[src/rtl/uart_rx_fifo_if.sv]
// uart_rx_fifo_if: valid/ready byte stream from the UART receive FIFO to its consumer.
interface uart_rx_fifo_if;
  logic [7:0] rx_data;
  logic       rx_valid;
  logic       rx_ready;
  modport master (output rx_data, rx_valid, input rx_ready);
  modport slave (input rx_data, rx_valid, output rx_ready);
endinterface

[src/rtl/uart_rx_fifo.sv]
// uart_rx_fifo: 16x-oversampled 8N1 UART receiver feeding a first-word-fall-through byte FIFO.
// Define UART_RX_PARITY_EN to receive an even-parity bit after bit 7 and report parity_err.
module uart_rx_fifo #(
  parameter int CLK_FREQ   = 50000000,
  parameter int BAUD       = 115200,
  parameter int FIFO_DEPTH = 16
) (
  input  logic                        clk_clk,
  input  logic                        reset_reset,
  input  logic                        rs232_rxd,
  uart_rx_fifo_if.master              rx,
  output logic [$clog2(FIFO_DEPTH):0] fifo_level,
  output logic                        frame_err,
  output logic                        overrun_err,
`ifdef UART_RX_PARITY_EN
  output logic                        parity_err,
`endif
  input  logic                        err_clear
);
  localparam int OSR_DIV = CLK_FREQ / (BAUD * 16);
  localparam int TW = OSR_DIV > 1 ? $clog2(OSR_DIV) : 1;
  localparam int AW = $clog2(FIFO_DEPTH);
`ifdef UART_RX_PARITY_EN
  typedef enum logic [2:0] {IDLE, START, DATA, PARITY, STOP, WAIT_HIGH} state_t;
  localparam state_t AFTER_DATA = PARITY;
  logic pe_set;
`else
  typedef enum logic [2:0] {IDLE, START, DATA, STOP, WAIT_HIGH} state_t;
  localparam state_t AFTER_DATA = STOP;
`endif
  state_t state_q, state_d;
  logic [1:0] sync;
  logic rxd_s, tick, push_q, push_d, par_ok_q, par_ok_d, fe_set, pop, full, wr;
  logic [TW-1:0] tcnt;
  logic [3:0] cnt_q, cnt_d;
  logic [2:0] bit_q, bit_d;
  logic [7:0] shift_q, shift_d;
  logic [7:0] mem [FIFO_DEPTH];
  logic [AW-1:0] wr_ptr, rd_ptr;
  assign rxd_s = sync[1];
  assign tick = tcnt == TW'(OSR_DIV - 1);
  assign rx.rx_valid = fifo_level != '0;
  assign rx.rx_data = rx.rx_valid ? mem[rd_ptr] : '0;
  assign pop = rx.rx_valid & rx.rx_ready;
  assign full = fifo_level == (AW + 1)'(FIFO_DEPTH);
  assign wr = push_q & (~full | pop);
  always_comb begin
    state_d = state_q;
    cnt_d = cnt_q;
    bit_d = bit_q;
    shift_d = shift_q;
    par_ok_d = par_ok_q;
    push_d = 1'b0;
    fe_set = 1'b0;
`ifdef UART_RX_PARITY_EN
    pe_set = 1'b0;
`endif
    case (state_q)
      IDLE: if (!rxd_s) begin
        state_d = START;
        cnt_d = '0;
      end
      START: if (tick) begin
        cnt_d = cnt_q == 4'd7 ? '0 : cnt_q + 4'd1;
        bit_d = '0;
        par_ok_d = 1'b1;
        if (cnt_q == 4'd7) state_d = rxd_s ? IDLE : DATA;
      end
      DATA: if (tick) begin
        cnt_d = cnt_q + 4'd1;
        if (cnt_q == 4'd15) begin
          shift_d[bit_q] = rxd_s;
          bit_d = bit_q + 3'd1;
          if (bit_q == 3'd7) state_d = AFTER_DATA;
        end
      end
`ifdef UART_RX_PARITY_EN
      PARITY: if (tick) begin
        cnt_d = cnt_q + 4'd1;
        if (cnt_q == 4'd15) begin
          par_ok_d = ~^{shift_q, rxd_s};
          pe_set = ^{shift_q, rxd_s};
          state_d = STOP;
        end
      end
`endif
      STOP: if (tick) begin
        cnt_d = cnt_q + 4'd1;
        if (cnt_q == 4'd15) begin
          push_d = rxd_s & par_ok_q;
          fe_set = ~rxd_s;
          state_d = rxd_s ? IDLE : WAIT_HIGH;
        end
      end
      WAIT_HIGH: if (rxd_s) state_d = IDLE;
      default: state_d = IDLE;
    endcase
  end
  always_ff @(posedge clk_clk) begin
    if (reset_reset) begin
      sync <= 2'b11;
      state_q <= IDLE;
      tcnt <= '0;
      cnt_q <= '0;
      bit_q <= '0;
      shift_q <= '0;
      par_ok_q <= 1'b1;
      push_q <= 1'b0;
      frame_err <= 1'b0;
      overrun_err <= 1'b0;
      wr_ptr <= '0;
      rd_ptr <= '0;
      fifo_level <= '0;
    end else begin
      sync <= {sync[0], rs232_rxd};
      state_q <= state_d;
      tcnt <= (state_q == IDLE || tick) ? '0 : tcnt + 1'b1;
      cnt_q <= cnt_d;
      bit_q <= bit_d;
      shift_q <= shift_d;
      par_ok_q <= par_ok_d;
      push_q <= push_d;
      frame_err <= fe_set | (frame_err & ~err_clear);
      overrun_err <= (push_q & full & ~pop) | (overrun_err & ~err_clear);
      wr_ptr <= wr_ptr + AW'(wr);
      rd_ptr <= rd_ptr + AW'(pop);
      fifo_level <= (wr && !pop) ? fifo_level + 1'b1 : (!wr && pop) ? fifo_level - 1'b1 : fifo_level;
    end
  end
  // shift_q holds the completed byte until the next frame's first data sample
  always_ff @(posedge clk_clk) if (wr) mem[wr_ptr] <= shift_q;
`ifdef UART_RX_PARITY_EN
  always_ff @(posedge clk_clk) parity_err <= reset_reset ? 1'b0 : pe_set | (parity_err & ~err_clear);
`endif
endmodule

[src/flat_wrapper.sv]
// flat-port wrapper written by rule: the top's interface ports become plain ports
module uart_rx_fifo_flat 
#(
  parameter int CLK_FREQ   = 50000000,
  parameter int BAUD       = 115200,
  parameter int FIFO_DEPTH = 16
)
  (clk_clk, reset_reset, rs232_rxd, fifo_level, frame_err, overrun_err, err_clear, rx_rx_data, rx_rx_valid, rx_rx_ready);
  uart_rx_fifo_if rx_i ();
  input  logic clk_clk;
  input  logic reset_reset;
  input  logic rs232_rxd;
  output logic [$clog2(FIFO_DEPTH):0] fifo_level;
  output logic frame_err;
  output logic overrun_err;
  input  logic err_clear;
  output wire logic [$bits(rx_i.rx_data)-1:0] rx_rx_data;
  output wire logic [$bits(rx_i.rx_valid)-1:0] rx_rx_valid;
  input wire logic [$bits(rx_i.rx_ready)-1:0] rx_rx_ready;
  assign rx_rx_data = rx_i.rx_data;
  assign rx_rx_valid = rx_i.rx_valid;
  assign rx_i.rx_ready = rx_rx_ready;
  uart_rx_fifo #(.CLK_FREQ(CLK_FREQ), .BAUD(BAUD), .FIFO_DEPTH(FIFO_DEPTH)) u_core (.clk_clk(clk_clk), .reset_reset(reset_reset), .rs232_rxd(rs232_rxd), .rx(rx_i), .fifo_level(fifo_level), .frame_err(frame_err), .overrun_err(overrun_err), .err_clear(err_clear));
endmodule
[config.mk]
export PLATFORM = sky130hd
export DESIGN_NAME = uart_rx_fifo_flat
export DESIGN_NICKNAME = d
export VERILOG_FILES = /design/src/rtl/uart_rx_fifo_if.sv /design/src/rtl/uart_rx_fifo.sv /design/src/flat_wrapper.sv
export SDC_FILE = /design/constraint.sdc
export NUM_CORES = 1
export LEC_CHECK = 0
export BUFFER_PORTS_ARGS = -buffer_cell sky130_fd_sc_hd__buf_2
export CORE_ASPECT_RATIO = 0.5
export CORE_MARGIN = 2
export CORE_UTILIZATION = 56
export CTS_BUF_LIST = sky130_fd_sc_hd__clkbuf_16
export DETAILED_ROUTE_END_ITERATION = 8
export GPL_TIMING_DRIVEN = 0
export PLACE_DENSITY = 0.85
export SLEW_MARGIN = 20
export SYNTH_ARGS = -nofsm -noshare
export SYNTH_HDL_FRONTEND = slang
export SYNTH_SLANG_ARGS = --single-unit
[constraint.sdc]
create_clock -name clk_clk -period 4.2 [get_ports clk_clk]
set_clock_uncertainty 0.15 [all_clocks]
set_input_delay 0.84 -clock clk_clk [delete_from_list [all_inputs] [get_ports clk_clk]]
set_output_delay 0.84 -clock clk_clk [all_outputs]
set_load 0.005 [all_outputs]
After elaboration in Yosys (flattened, before gate mapping) --
Memory sizes are Yosys's and may differ from the RTL's. A register that Yosys moved wholly into a read port is not among the register bits. Index checks and enable logic that the tools add are counted.
Storage, ports and cells: flip-flop bits (word level) 41, memory bits (writable) 128, input bits 5, output and inout port bits 16, word-level logic and storage cells 108, memories kept 1
Cells by class: add/sub/neg operators 7, $lt $le $gt $ge 2, eq/ne operators 19, multiplexer cells 33, bitwise gates (word level) 16, reduce and logical (&&, ||, !) cells 18
Memories:
- u_core.mem | words 16, bits a word 8, read ports 1, clocked after memory_dff 1, wr ports 1, RTL line uart_rx_fifo.sv:38 | logic [7:0] mem [FIFO_DEPTH];
Operators by type and width (number):
- two-way mux 3 bit | 13
- two-way mux 4 bit | 5
- != test 2 x 1 -> 1 bit (second input constant) | 9
- one-hot mux 3 bit (5 select lines) | 1
- one-hot mux 4 bit (3 select lines) | 1
- adder 5 x 1 -> 5 bit (second input constant) | 2
- equality test 5 bit (second input constant) | 2
- two-way mux 5 bit | 2
- AND reduction 9 bit | 1
- adder 4 x 1 -> 4 bit | 2
- bitwise mux 8 bit | 1
- two-way mux 8 bit | 1
- AND reduction 4 bit | 2
- NOT 1 bit | 7
- AND 1 bit | 6
- equality test 3 x 2 -> 1 bit (second input constant) | 2
- equality test 3 bit (second input constant) | 2
- two-way mux 1 bit | 6
- one-hot mux 3 bit (2 select lines) | 1
- nonzero test 5 bit | 1
- subtractor 5 x 1 -> 5 bit (second input constant) | 1
- adder 4 x 1 -> 4 bit (second input constant) | 1
- equality test 4 x 3 -> 1 bit (second input constant) | 1
- equality test 4 bit (second input constant) | 1
- other kinds (17) | 24

Longest topological paths before layout --
Gate-level depths: netlist of the first run.
depth in word-level cells 8, mapped depth 11, gate-level depth less buffers 11

Worst setup path after synthesis of the first run --
Ideal clock, no wire load.
path type register to register, start point reg u_core.fifo_level[0], end point reg u_core.fifo_level[4], setup time 0.121 ns, arrival 2.657 ns, required time 3.929 ns, slack 1.273 ns, cell stages (with the launch flop) 12, path buffers 0, clock period less this slack 2.927 ns, cell sequence dfxtp_1 or4_4 nor2_2 inv_1 nand2_1 ha_1 inv_1 ha_1 a21oi_1 a211oi_1 a31oi_1 mux2_2
Between the ends: cells in the longest elaborated chain, start to end 7, elaborated cells on any way between the ends 15, classes of those cells 2 x add/sub; 1 x eq/ne; 2 x mux; 4 x bitwise; 6 x reduce/logical
RTL lines:
- start, declared | RTL line uart_rx_fifo.sv:12 | output logic [$clog2(FIFO_DEPTH):0] fifo_level,
- start signal, assigned | RTL line uart_rx_fifo.sv:127 | fifo_level <= (wr && !pop) ? fifo_level + 1'b1 : (!wr && pop) ? fifo_level - 1'b1 : fifo_level;
- nonzero test 5 bit (*) | RTL line uart_rx_fifo.sv:42 | assign rx.rx_valid = fifo_level != '0;
- via rx_rx_valid | RTL line flat_wrapper.sv:18 | output wire logic [$bits(rx_i.rx_valid)-1:0] rx_rx_valid;
- AND 1 bit (*) | RTL line uart_rx_fifo.sv:44 | assign pop = rx.rx_valid & rx.rx_ready;
- bitwise OR 1 bit | RTL line uart_rx_fifo.sv:46 | assign wr = push_q & (~full | pop);
- AND 1 bit | RTL line uart_rx_fifo.sv:46
- logical NOT 1 bit | RTL line uart_rx_fifo.sv:127
- logical AND 1 bit | RTL line uart_rx_fifo.sv:127
- nonzero test 2 bit (no line)
Mark *: on every way through the listed nets, which the timed path passes. The rest lies on a longest branch. The select of a mux whose other input is x is not followed. A chain may end at the register's enable or synchronous reset.

==> impl_metrics.toml, run 1 <==
[min_path]
min_to = "u_core.sync[1]"
hold_path_class = "reg2reg"
hp-start = "u_core.sync[0]"
hold_path_depth = 1

[setup_path]
critical_path.top_delay_family = "multiplexers"
critical_path_class = "reg2out"
cp.required_ps = 3210
critPathMaxFanout = 10
crit_slowest_cell = "mux4_2"
critical_path_buf_inv_count = 3
cp_common_cell = "a211oi_1"
rr_startpoint = "u_core.fifo_level[0]"
slowest_delay_ps = 540
critPathCaptureType = "primary output"
critPathArrivalTime_ps = 2400
r2r-end = "u_core.fifo_level[4]"
crit_chain = "buf_6 > buf_12 > mux4_2 > nor2b_1 > a211oi_1 > a211oi_1 > buf_2"
r2r_slack_ps = 820
start_kind = "flip-flop"
reg2regPathDepth = 11
path_depth = 7

[finish]
final_cell_area_um2 = 8080
nNetsFinal = 511
final_core_util_pct = 64.4
diodes = 0
drive_gt1_share_pct = 24.6
fill_cells = 869
area_growth_pct = 13.3

[placed_design]
gp_congestion = 0.805
dp_worst_setup_slack_ps = 882
portBuffers = 20
placed_area_um2 = 7450
post-dp-hpwl_mm = 9.55

[synthesis]
synthesis.nets = 472
avgSynthCellArea_um2 = 15.7
ys.flop_type = "edfxtp_1"
async_flop_share_pct = 0
netlist_area_um2 = 7130
synth_area_leaders = "edfxtp_1 (54%), dfxtp_1 (12%), mux4_2 (10%), ha_1 (2.3%), mux2i_1 (2.2%)"
yosys.area.top_type = "edfxtp_1"
ys_seq_elements = 169
synth_cell_types = 59
yosys_warnings = 0
synth-edff-count = 128
synth_top_area_share_pct = 53.9
synth.top_cells.by_count = "edfxtp_1 (128), dfxtp_1 (41), nor2_1 (41)"
syn_inst = 453
yosysMostFrequentCell = "edfxtp_1"
yosysSeqAreaShare_pct = 65.4

[clock_tree]
clk_pin_slew_ps = 60
h-tree-depth = 4
cts_setup_buffers = 0
clock-root-buffer = "clkbuf_16"
ctsResizeCount = 0
numCtsBuffers = 17
clock_latency_ps = 420
postCtsHoldBufs = 0
cts_tree = "done"
cts_buffer_depth = 2
cts_sinks = 169

[floorplan]
die_w_um = 164
die_height_um = 83.8
rows = 29
start_util_pct = 56.8
core_um2 = 12600
die-area_um2 = 13700
pin_count = 21

[sta]
rsz0062_at_grt = "no"
tightest_slew_ps = 841
hold_viol = 0
max_freq_ghz = 0.295
fin_ws_ps = 807
fin_crit_ps = 3390
slew_violations = 0
maxSlewHeadroom_pct = 43.8
setup_viol = 0
finalCritPeriodShare_pct = 80.8
final.setup.tns_ps = 0

[power]
p_per_area_nw_per_um2 = 511
p_leak_nw = 2.71
ir_worst_vdd_v = 0.000320
total_power_mw = 4.13

[grt]
grt_pass1_vias = 4239
grt_max_degree = 18
antenna_found_initial = 0
grt_pass1_wl_mm = 23.8
grt_usage_pct = 24.0
gr-total-overflow = 0

[drt]
antenna_left = 0
drt_iter0_markers = 449
routed_via_density = 6.15
first_pass_iters = 5
drc_errors = 0
dr_total_vias = 4143
totalWireLength_mm = 15.3
route.detailed.wl_per_inst_um = 22.6

[status]
status = "complete, no violations"

[run]
drv_cap = 0
cells in the final DEF, fill, tap and decap left out, types with 7 or more instances in the layout:
| master | synthesis | final |
|---|---|---|
| edfxtp_1 | 128 | 128 |
| nor2_1 | 41 | 41 |
| dfxtp_1 | 41 | 41 |
| mux4_2 | 32 | 32 |
| buf_2 | 9 | 29 |
| a211oi_1 | 18 | 18 |
| clkbuf_16 | 0 | 17 |
| mux2i_1 | 16 | 16 |
| nor2b_1 | 14 | 14 |
| ha_1 | 13 | 13 |
| inv_1 | 10 | 10 |
| a21oi_1 | 10 | 10 |
| clkbuf_1 | 8 | 8 |
| nand3_1 | 8 | 8 |
| nand2_1 | 7 | 7 |
through the flow:
step,cells,hold slack [ps]
after floorplan,453,239
after global placement,643,243
after detailed placement,643,247
after CTS,674,261
after global routing,674,297
final,674,260
flip-flops by register name (all words and copies together), names as in the netlist:
register / flops
u_core.overrun_err: 1
u_core.cnt_q: 4
u_core.tcnt: 5
u_core.rd_ptr: 4
u_core.fifo_level: 5
u_core.state_q: 3
u_core.push_q: 1
u_core.sync: 2
u_core.frame_err: 1
u_core.bit_q: 3
u_core.shift_q: 8
u_core.mem: 128
u_core.wr_ptr: 4
how the worst max path moves through the flow:
stage,end,slack (ps),from
3_5_place_dp,u_core.fifo_level[4],880,u_core.fifo_level[0]
2_1_floorplan,u_core.fifo_level[4],1270,u_core.fifo_level[0]
3_3_place_gp,u_core.fifo_level[4],920,u_core.fifo_level[0]
6_report,rx_rx_data[7],810,u_core.rd_ptr[1]
4_1_cts,rx_rx_data[6],760,u_core.rd_ptr[1]
5_1_grt,u_core.fifo_level[4],660,u_core.fifo_level[0]
area by class of cell:
type / count / area (um^2) / share of cell area (%)
plain buffers: 28 / 164 / 2.03
clock buffers: 17 / 425 / 5.26
clock inverters: 14 / 190 / 2.35
inverters: 10 / 37.5 / 0.465
multi-input cells: 246 / 2290 / 28.3
flip-flops and latches: 169 / 4660 / 57.7
well taps: 170 / 213 / 2.63
repair buffers: 20 / 100 / 1.24
layer usage:
layer | global-route usage [%] | part of all wire (%) | vias to the layer above
li1 | - | - | 1852
met1 | 33.0 | 43 | 2074
met2 | 36.9 | 47 | 193
met3 | 7.40 | 9.0 | 24
met4 | 8.21 | 1.8 | 0
met5 | 0 | 0 | -
logic make-up after synthesis:
family          after synthesis  synth area share [%]
fa+ha+maj                    14                  2.56
flops                       169                  65.4
mux                          50                  12.7
simple gates                124                  10.3
compound gates               48                  5.00
buf+inv                      38                  2.82
xor+xnor                     10                  1.23
report_power, final:
part | total (mW) | switching, mW | leakage [nW] | internal (mW)
combinational | 0.682 | 0.363 | 0.889 | 0.320
sequential | 1.82 | 0.0263 | 1.52 | 1.80
clock | 1.62 | 0.673 | 0.304 | 0.952
total | 4.13 | 1.06 | 2.71 | 3.07
Power figures use the tool's default switching activity.
==> inputs of run 2 (changes only) <==
--- a/config.mk
+++ b/config.mk
@@ -12,7 +12,7 @@
 export CTS_BUF_LIST = sky130_fd_sc_hd__clkbuf_16
 export DETAILED_ROUTE_END_ITERATION = 8
 export GPL_TIMING_DRIVEN = 0
-export PLACE_DENSITY = 0.85
+export PLACE_DENSITY = 0.88
 export SLEW_MARGIN = 20
 export SYNTH_ARGS = -nofsm -noshare
 export SYNTH_HDL_FRONTEND = slang
==> constraint.sdc (replaced) <==
create_clock -name clk_clk -period 2.75 [get_ports clk_clk]
set_clock_uncertainty 0.15 [all_clocks]
set_input_delay 0.55 -clock clk_clk [delete_from_list [all_inputs] [get_ports clk_clk]]
set_output_delay 0.55 -clock clk_clk [all_outputs]
set_load 0.005 [all_outputs]
==> impl_metrics.toml, run 2 (same netlist as run 1, synthesis figures left out) <==
[finish]
final_cell_mix = "edfxtp_1 (128), nor2_1 (41), dfxtp_1 (36), mux4_2 (32), buf_2 (27)"
final_common_cell = "edfxtp_1"
seq_area_um2 = 4680
fill_cells = 783
nNetsFinal = 520
largest_reg_flops = 128
top_regs = "u_core.mem (128), u_core.shift_q (8)"
multi_input_area_um2 = 2470
top_register = "u_core.mem"
area_growth_pct = 17.7
diodes = 0
drive_gt1_share_pct = 32.5
fin_cells = 684

[min_path]
hold_path_depth = 2
hold_path_class = "in2reg"
min_to = "u_core.sync[0]"
hp-start = "rs232_rxd"

[power]
ir_worst_vdd_v = 0.000470
p_leak_nw = 2.82
p_per_area_nw_per_um2 = 777

[grt]
grt_max_degree = 18
gr-total-overflow = 0
grt_pass1_vias = 4435
grt_pass1_wl_mm = 25.4
grt_usage_pct = 25.8
antenna_found_initial = 0

[drt]
totalWireLength_mm = 16.4
first_pass_iters = 6
antenna_left = 0
drc_errors = 0
routed_via_density = 6.39
dr_total_vias = 4371
drt_iter0_markers = 551
route.detailed.wl_per_inst_um = 24.0

[sta]
hold_viol = 0
fin_ws_ps = -134
maxSlewHeadroom_pct = 42.4
finalCritPeriodShare_pct = 105
fin_crit_ps = 2880
hold_slack_ps = 149
slew_violations = 0
max_freq_ghz = 0.347
setup_viol = 9
tightest_slew_ps = 861
rsz0062_at_grt = "yes"

[setup_path]
rr_startpoint = "u_core.fifo_level[3]"
r2r-end = "u_core.fifo_level[4]"
critPathArrivalTime_ps = 2180
cp.required_ps = 2050
critPathCaptureType = "primary output"
reg2regPathDepth = 12
critical_path_class = "reg2out"
r2r_slack_ps = -10
critPathLaunch = "u_core.rd_ptr[1]"
start_kind = "flip-flop"
critPathMaxFanout = 4

[clock_tree]
clk_pin_slew_ps = 60
numCtsBuffers = 17
postCtsHoldBufs = 0
cts_sinks = 169
cts_tree = "done"
h-tree-depth = 4
cts_buffer_depth = 2
clock_latency_ps = 430
clock-root-buffer = "clkbuf_16"

[floorplan]
pin_count = 21
die_w_um = 164
rows = 29
core_um2 = 12600
die-area_um2 = 13700
die_height_um = 83.8
start_util_pct = 56.8

[placed_design]
dp.cells = 643
portBuffers = 20
gp_congestion = 0.838
post-dp-hpwl_mm = 9.24

[run]
drv_cap = 0

[status]
violations = "negative setup slack"
status = "complete, but fails checks"
## run 2: worst max-delay path by stage
stage | end | cells past startpoint
after floorplan | u_core.fifo_level[3] | 11
after global placement | u_core.fifo_level[3] | 11
after detailed placement | u_core.fifo_level[3] | 11
after CTS | rx_rx_data[7] | 8
after global routing | rx_rx_data[5] | 7
final | rx_rx_data[2] | 7
## run 2: per-layer routing
metal  track usage [%]  vias to the layer above  wire length [um]
met2              40.8                      283              7820
li1                  -                     1870                 -
met3              7.85                       56              1600
met4              10.5                        0               576
met1              33.7                     2162              6410
met5                 0                        -                 0
## run 2: final cells by class
class,instances,share of cell area [%]
clock buffer,17,5.07
multi-input combinational,246,29.4
inverter,10,0.507
clock inverter,15,1.94
tap,170,2.53
sequential,169,55.7
timing repair buffer,32,2.70
buffer,25,2.21
## run 2: report_power, final
part           switching (mW)  total [mW]  internal, mW
registers              0.0402        2.79          2.75
logic                   0.661        1.34         0.678
clock network            1.04        2.40          1.35
total                    1.74        6.53          4.79
## run 2: worst max-delay path, cell delays in order (launching register included)
cell	delay, ps
dfxtp_2	350
buf_6	140
buf_12	130
mux4_2	530
nor2b_1	170
a211oi_2	200
a211oi_1	100
buf_2	150
## run 2: stage by stage
| step | setup slack [ps] | utilization, % | setup TNS (ps) | power, mW | cell area [um^2] |
|---|---|---|---|---|---|
| after floorplan | 37.7 | - | 0 | 3.61 | 7180 |
| after global placement | -158 | 59.7 | -333 | 3.88 | 7490 |
| after detailed placement | -195 | 59.8 | -1300 | 3.91 | 7500 |
| after CTS | -156 | 66.3 | -1080 | 6.44 | 8330 |
| after global routing | -208 | 66.9 | -1470 | 6.72 | 8400 |
| final | -134 | 66.9 | -801 | 6.53 | 8400 |
## run 2: timing repair
| item | CTS | global route |
|---|---|---|
| gates resized for setup | 30 | 20 |
| pin swaps | 15 | 13 |
| setup endpoints to repair | 18 | 14 |
| buffers inserted | 9 | 3 |
| cloned | 1 | 0 |
